[src/rtl/paddle_ctrl.sv]
// rtl/paddle_ctrl.sv - two-paddle position controller with per-paddle IDLE/SLOW/FAST acceleration
module paddle_ctrl #(
  parameter int SCREEN_H    = 480,
  parameter int PADDLE_H    = 80,
  parameter int STEP        = 4,
  parameter int FAST_STEP   = 8,
  parameter int HOLD_FRAMES = 16
) (
  input  logic       clk,
  input  logic       rst_n,
  input  logic [3:0] key_in,
  input  logic       frame_tick,
  input  logic       recenter,
  output logic [9:0] left_y,
  output logic [9:0] right_y,
  output logic       left_moving,
  output logic       right_moving
);

  typedef enum logic [1:0] {IDLE, SLOW, FAST} state_e;

  localparam int CW = $clog2(HOLD_FRAMES + 1);
  localparam logic [9:0] LIMIT  = 10'(SCREEN_H - PADDLE_H);
  localparam logic [9:0] CENTER = 10'((SCREEN_H - PADDLE_H) / 2);

  typedef struct packed {
    state_e        st;
    logic          dn;
    logic [CW-1:0] cnt;
    logic [9:0]    y;
  } pad_t;

  localparam pad_t PAD_HOME = '{st: IDLE, dn: 1'b0, cnt: '0, y: CENTER};

  logic [3:0] key_q;
  pad_t       left_q, left_d, right_q, right_d;

  // Down moves use an 11-bit sum so y+s never wraps before the clamp.
  function automatic logic [9:0] move(input logic [9:0] y, input logic dn, input logic [9:0] s);
    logic [10:0] sum;
    sum = {1'b0, y} + {1'b0, s};
    if (dn)
      return (sum <= {1'b0, LIMIT}) ? sum[9:0] : LIMIT;
    else
      return (y >= s) ? (y - s) : 10'd0;
  endfunction

  function automatic pad_t step_pad(input pad_t p, input logic up, input logic down);
    pad_t n;
    n = p;
    if (up == down) begin
      n.st  = IDLE;
      n.cnt = '0;
    end else if (p.st == IDLE || down != p.dn) begin
      n.st  = SLOW;
      n.cnt = CW'(1);
      n.dn  = down;
      n.y   = move(p.y, down, 10'(STEP));
    end else if (p.st == SLOW) begin
      if (p.cnt == CW'(HOLD_FRAMES)) begin
        n.st = FAST;
        n.y  = move(p.y, p.dn, 10'(FAST_STEP));
      end else begin
        n.cnt = p.cnt + CW'(1);
        n.y   = move(p.y, p.dn, 10'(STEP));
      end
    end else begin
      n.y = move(p.y, p.dn, 10'(FAST_STEP));
    end
    return n;
  endfunction

  always_comb begin
    left_d  = left_q;
    right_d = right_q;
    if (recenter) begin
      left_d  = PAD_HOME;
      right_d = PAD_HOME;
    end else if (frame_tick) begin
      left_d  = step_pad(left_q,  key_q[2], key_q[3]);
      right_d = step_pad(right_q, key_q[0], key_q[1]);
    end
  end

  always_ff @(posedge clk) begin
    if (!rst_n) begin
      key_q   <= 4'd0;
      left_q  <= PAD_HOME;
      right_q <= PAD_HOME;
    end else begin
      key_q   <= key_in;
      left_q  <= left_d;
      right_q <= right_d;
    end
  end

  assign left_y       = left_q.y;
  assign right_y      = right_q.y;
  assign left_moving  = (left_q.st != IDLE);
  assign right_moving = (right_q.st != IDLE);

endmodule

[config.mk]
export PLATFORM = sky130hd
export DESIGN_NAME = paddle_ctrl
export DESIGN_NICKNAME = d
export VERILOG_FILES = /design/src/rtl/paddle_ctrl.sv
export SDC_FILE = /design/constraint.sdc
export NUM_CORES = 1
export LEC_CHECK = 0
export BUFFER_PORTS_ARGS = -buffer_cell sky130_fd_sc_hd__buf_2
export CAP_MARGIN = 25
export CELL_PAD_IN_SITES_DETAIL_PLACEMENT = 0
export CELL_PAD_IN_SITES_GLOBAL_PLACEMENT = 1
export CORE_MARGIN = 5
export CORE_UTILIZATION = 46
export DETAILED_ROUTE_END_ITERATION = 10
export GPL_TIMING_DRIVEN = 1
export PLACE_DENSITY = 0.87
export SKIP_CTS_REPAIR_TIMING = 1
export SLEW_MARGIN = 20
export SYNTH_ARGS = -nofsm -noshare
export SYNTH_HDL_FRONTEND = slang
export SYNTH_SLANG_ARGS = --single-unit
[constraint.sdc]
create_clock -name clk -period 3 [get_ports clk]
set_input_delay 0.3 -clock clk [delete_from_list [all_inputs] [get_ports clk]]
set_output_delay 0.3 -clock clk [all_outputs]
set_load 0.05 [all_outputs]
==> impl_results.md, run 1 <==
- Number of synthesized flops with an enable pin: 0
- Worst-path clk slew: 0.09 ns
- Syn Area/Cell: 7.44 um^2
- Syn Nets: a little over 600
- Hpwl dp: around 9400 um
- DIE AREA: around 11000 um^2
- CTS Buf Count: 5
- Fillers: 932
- First-pass GRT wire length: approximately 21000 um
- Async S/R FF share, synth: 0%
- Fraction of layout cells with a size suffix above 1: between 10% and 20%
- Final min period: 2.70 ns
- #FFs+latches synth: 40
- Post-synth top area cell: dfxtp_1
- CP required: between 3 and 4 ns
- Cells after Synth: 581
- Final instance area: roughly 4500 um^2
- Final Hold Fails: 0
- Die height: 107 um
- Final Net Count: 604
- Vias/cell: 6.72
- Max Cap Violations: 0
- GRT Util Overall: roughly 23%
- Post-route DRC: 0
- Root Driver: clkbuf_8
- Grt total ovfl: 0
- Max Clk Rate: 0.370 GHz
- Layout area overhead: 4.60%
- CTS sink cnt: 40
- CTS tree: yes
- Clk buf depth: 2
- Ant diodes: 0
- Arrival @ worst endpoint: 2.91 ns
- PortBufs: 29
- Slew margin rel.: 51.7%
- WL final: approximately 13000 um
- DRT iter0 DRCs: between 400 and 500
- Peak supply drop: ~0.30 mV
- Top cells by count, synth: 49 x nand2_1, 40 x dfxtp_1, 40 x nor2_1, 40 x o21ai_0, 35 x a21oi_1
- Min-Delay Path Class: in -> reg
- Setup_tns: 0 ns
- Core area: 9200 um^2
- Pleak: about 0.0016 uW
- Post-place instance area: 4410 um^2
- Total number of vias: around 4600
- Post-synthesis cell area: 4320 um^2
- Max-slew violation count: 0
- Row count: 35
- Antenna-violating nets left: 0
- Status: complete, no violations
- RSZ-0062 raised after global routing: false
- Period utilization: around nine tenths
- Worst Setup Start Kind: flop
- Ys Warns: 0
- DR pass1 iterations: 5
- Tightest Pin Transition: ~0.7 ns
- Initial Util: 47.0%
- IO Pins: 30
- Largest net degree at the start of global routing: 23
- Pwr Density: between 200 and 300 nW/um^2
- Top-area cell type share of the netlist area: a little under a fifth
- Initial antenna violation count: 0
- Vias in the first global route: 4189
- Post-synthesis sequential area ratio: around 19%
- Count leader, synth: nand2_1
- Clock Skew: between 0.006 and 0.007 ns
- Routed WL per cell: around 19 um
- Worst-skew pair later-pin latency: 0.31 ns
- Die width: 107 um
- Final weighted congestion in routability-driven placement: a little over 0.9
- Htree depth: 2
- Setup crit end kind: flop
- Critical-path maximum fanout: 17
- Final setup fails: 0
- Synth unique cells: 82
- Path type of the worst setup path: reg -> reg
- Main synth FF type: dfxtp_1
- Synth top area cells: dfxtp_1 19%, ha_1 6.4%, o21ai_0 4.6%
-- worst paths after layout --
kind / slack (ns) / depth (start not counted) / start / endpoint
worst max-delay path: 0.30 / 7 / left_y[3] / left_y[5]
worst min-delay path: 0.20 / 2 / key_in[3] / key_q[3]
worst max register to register: 0.30 / 7 / left_y[3] / left_y[5]
worst min register to register: 0.52 / 1 / right_y[0] / right_y[0]
-- cell families (layout without fill, tap and decap cells) --
logic type,Yosys count,count (layout),synth area share [%]
compound gates,203,203,33.0
simple gates,202,202,25.8
buf+inv,82,76,9.66
flops,40,40,18.5
xor+xnor,28,28,5.67
fa+ha+maj,22,22,6.37
mux,4,4,0.926
-- report_power, final --
group / internal, uW / switching (uW) / total, uW
Combinational: 99.1 / 180 / 280
Clock: 251 / 218 / 469
Sequential: 542 / 30.7 / 573
Total: 892 / 430 / 1320
-- registers in the layout, indices dropped and copies added, names as in the netlist --
| register | count |
|---|---|
| right_y | 10 |
| key_q | 4 |
| left_y | 10 |
| right_q | 8 |
| left_q | 8 |
-- through the flow --
step | total power (uW) | worst slack [ns] | hold WS [ns] | cells | utilization [%]
3_5_place_dp | 857 | 0.343 | 0.507 | 678 | 47.9
4_1_cts | 1320 | 0.331 | 0.186 | 686 | 49.2
5_1_grt | 1380 | 0.00119 | 0.187 | 686 | 49.2
2_1_floorplan | 787 | 0.609 | 0.422 | 581 | -
6_report | 1320 | 0.299 | 0.198 | 686 | 49.2
3_3_place_gp | 856 | 0.384 | 0.497 | 678 | 47.9
-- worst max-delay path, stage by stage, from the launching register on --
cell and delay, ns:
dfxtp_1 0.69, ha_1 0.46, nand2_1 0.16, a21oi_1 0.18
o22ai_1 0.18, or3_1 0.43, o21a_1 0.19, o32ai_1 0.31
-- cells in the final DEF, fill, tap and decap left out, types with 6 or more instances in the layout --
cell	netlist	final
a221oi_1	8	8
a31oi_1	19	19
nand2_1	49	49
nor3_1	19	19
buf_4	20	19
buf_2	15	29
o22ai_1	7	7
o211ai_1	8	8
a211oi_1	12	12
nand3_1	15	15
and4_1	6	6
xnor2_1	9	9
inv_1	19	19
xor2_1	19	19
a21oi_1	35	35
and2_1	7	7
a311oi_1	7	7
o21ai_0	40	40
o32ai_1	6	6
dfxtp_1	40	40
ha_1	22	22
nor2_1	40	40
a21boi_0	6	6
or3_1	6	6
nand4_1	8	8
-- area by class of cell --
type	count	area, um^2	share of cell area [%]
tap	111	139	3.07
inverter	20	75.1	1.66
multi-input combinational	459	3110	68.7
clock buffer	5	68.8	1.52
clock inverter	3	46.3	1.02
timing repair buffer	48	288	6.36
sequential	40	801	17.7
-- layer usage --
metal	wire [um]	track usage (%)	vias up
met4	383	8.04	0
met5	0	0	-
met2	5420	33.3	275
li1	-	-	2175
met3	1310	3.97	43
met1	5930	33.8	2115
(Power assumes the default switching activity.)
==> inputs of run 2 (changes only) <==
- ABC_CLOCK_PERIOD_IN_PS: not set -> 3000
- RECOVER_POWER: not set -> 100
==> run 2 against run 1 <==
  * Clock power is essentially flat
  * Sequential share of layout area grew 0.18 points
  * Worst hold slack lost 0.00098 ns
  * Maximum frequency shrank 3.9%
  * Die area is the same
  * Sequential power is essentially flat
  * Final cell count is the same
  * Critical path depth grew 1
  * Power shrank 0.17%
  * Largest cell class unchanged
  * Core utilization shrank 0.49 points
  * Non-clock buffer count is the same
  * Flip-flop and latch count is the same
==> impl_results.md, run 2 (synthesis gave the netlist of run 1 again) <==
- Status: complete, no violations
- FF-to-FF End: left_y[3]
- Post-route DRC: 0
- PortBufs: 29
- Core area: approximately 9000 um^2
- Pleak: between 0.0015 and 0.002 uW
- GRT Util Overall: between 20% and 30%
- Min-Delay Path Class: in -> reg
- Peak supply drop: around 0.3 mV
- Worst Hold End: key_q[3]
- Setup_tns: 0 ns
- Final Hold Fails: 0
- Row count: 35
- Final min period: 2.81 ns
- Max Clk Rate: approximately 0.36 GHz
- CP max stage cell: dfxtp_1
- Pwr Density: 295 nW/um^2
- Most common cell after layout, fill and taps aside: nand2_1
- Hold_sp: key_in[3]
- Antenna-violating nets left: 0
- Layout area overhead: 3.56%
- Grt total ovfl: 0
- Hpwl dp: between 9000 and 10000 um
- R2r setup slk: ~0.19 ns
- Root Driver: clkbuf_8
- Final weighted congestion in routability-driven placement: 0.929
- CP required: 3.21 ns
- Most frequent cells in the layout: 49 x nand2_1, 40 x nor2_1, 40 x o21ai_0, 40 x dfxtp_1, 35 x a21oi_1
- Routed WL per cell: around 19 um
- RSZ-0062 raised after global routing: false
- Initial Util: 47.0%
- Path type of the worst setup path: reg -> reg
- Clock Skew: around 0.0058 ns
- Largest net degree at the start of global routing: 23
- Setup crit end kind: flop
- First-pass GRT wire length: 21400 um
- Period utilization: a little over nine tenths
- R2R cell count: 8
- Total number of vias: approximately 4600
- Worst-skew pair later-pin latency: just over 0.3 ns
- DR pass1 iterations: 5
- Crit-path cells: inv_1 -> ha_1 -> nor3b_2 -> and4_1 -> or2_0 -> o311ai_0 -> a31oi_1 -> a211oi_1
- Fraction of layout cells with a size suffix above 1: a little under a tenth
- Critical-path maximum fanout: 17
- Cell family with most CP delay: simple AND/OR/NAND/NOR gates
- Clk buf depth: 2
- CTS Buf Count: 5
- Worst Setup Start Kind: flop
- IO Pins: 30
- Final WS setup: approximately 0.19 ns
- Multi-input gate area: 3090 um^2
- Final Net Count: 604
- Die width: 107 um
- CTS sink cnt: 40
- Min-Delay Path Depth: 2
- Fillers: approximately 950
- DIE AREA: around 11000 um^2
- Initial antenna violation count: 0
- Arrival @ worst endpoint: roughly 3 ns
- Final setup fails: 0
- RR Startpoint: left_y[3]
- Tightest Pin Transition: roughly 1.1 ns
- Die height: 107 um
- CTS tree: yes
- Max-slew violation count: 0
- Setup WS pre-CTS: about 0.34 ns
- Ant diodes: 0
- Slew margin rel.: between 20% and 30%
- Storage cell area: 801 um^2
- Bufs and invs on worst path: 1
- Htree depth: 2
- Vias in the first global route: approximately 4200
- Worst-path clk slew: 0.09 ns
- Max Cap Violations: 0
- Vias/cell: between 6 and 7
- DRT iter0 DRCs: roughly 380
- WL final: between 10000 and 15000 um
- Max incr delay on CP: approximately 0.70 ns
run 2: power by group:
part           internal (uW)  switching [uW]
Sequential               542            30.8
Clock                    251             220
Combinational           95.9             179
run 2: layout make-up:
type                       instances  share of cell area [%]
multi-input combinational        459                    69.0
sequential                        40                    17.9
timing repair buffer              48                    5.73
tap                              111                    3.10
inverter                          20                    1.68
clock buffer                       5                    1.54
clock inverter                     3                    1.03
run 2: stage by stage:
step	hold slack, ns	std cells	total power, uW	area, um^2	util [%]
floorplan	0.422	581	787	4320	-
global route	0.187	686	1380	4480	48.7
finish	0.197	686	1320	4480	48.7
detailed placement	0.507	678	857	4410	47.9
CTS	0.186	686	1320	4520	49.2
global placement	0.497	678	856	4410	47.9
run 2: worst max path at each step:
stage	from	to	slack (ns)	cells after the start
after detailed placement	right_y[2]	right_y[6]	0.34	7
after global routing	left_y[3]	left_y[5]	0.0006	7
after global placement	left_y[3]	left_y[5]	0.38	7
after floorplan	left_y[3]	left_y[4]	0.61	10
final	left_y[3]	left_y[3]	0.19	8
after CTS	right_y[2]	right_y[6]	0.33	7
run 2: per-layer routing:
| layer | vias to the layer above | global-route usage (%) | part of all wire, % |
|---|---|---|---|
| li1 | 2182 | - | - |
| met1 | 2105 | 33.8 | 46 |
| met2 | 258 | 33.3 | 42 |
| met3 | 37 | 3.97 | 9.7 |
| met4 | 0 | 8.04 | 2.4 |
| met5 | - | 0 | 0 |
run 2: worst register-to-register path: cells and delay by family (launching register included):
family                   cells  cell delay, ns
AND/OR/NAND/NOR              3            0.87
flip-flops                   1            0.70
AO/OA/AOI/OAI                3            0.68
adder cells (fa/ha/maj)      1            0.26
buffers and inverters        1            0.21
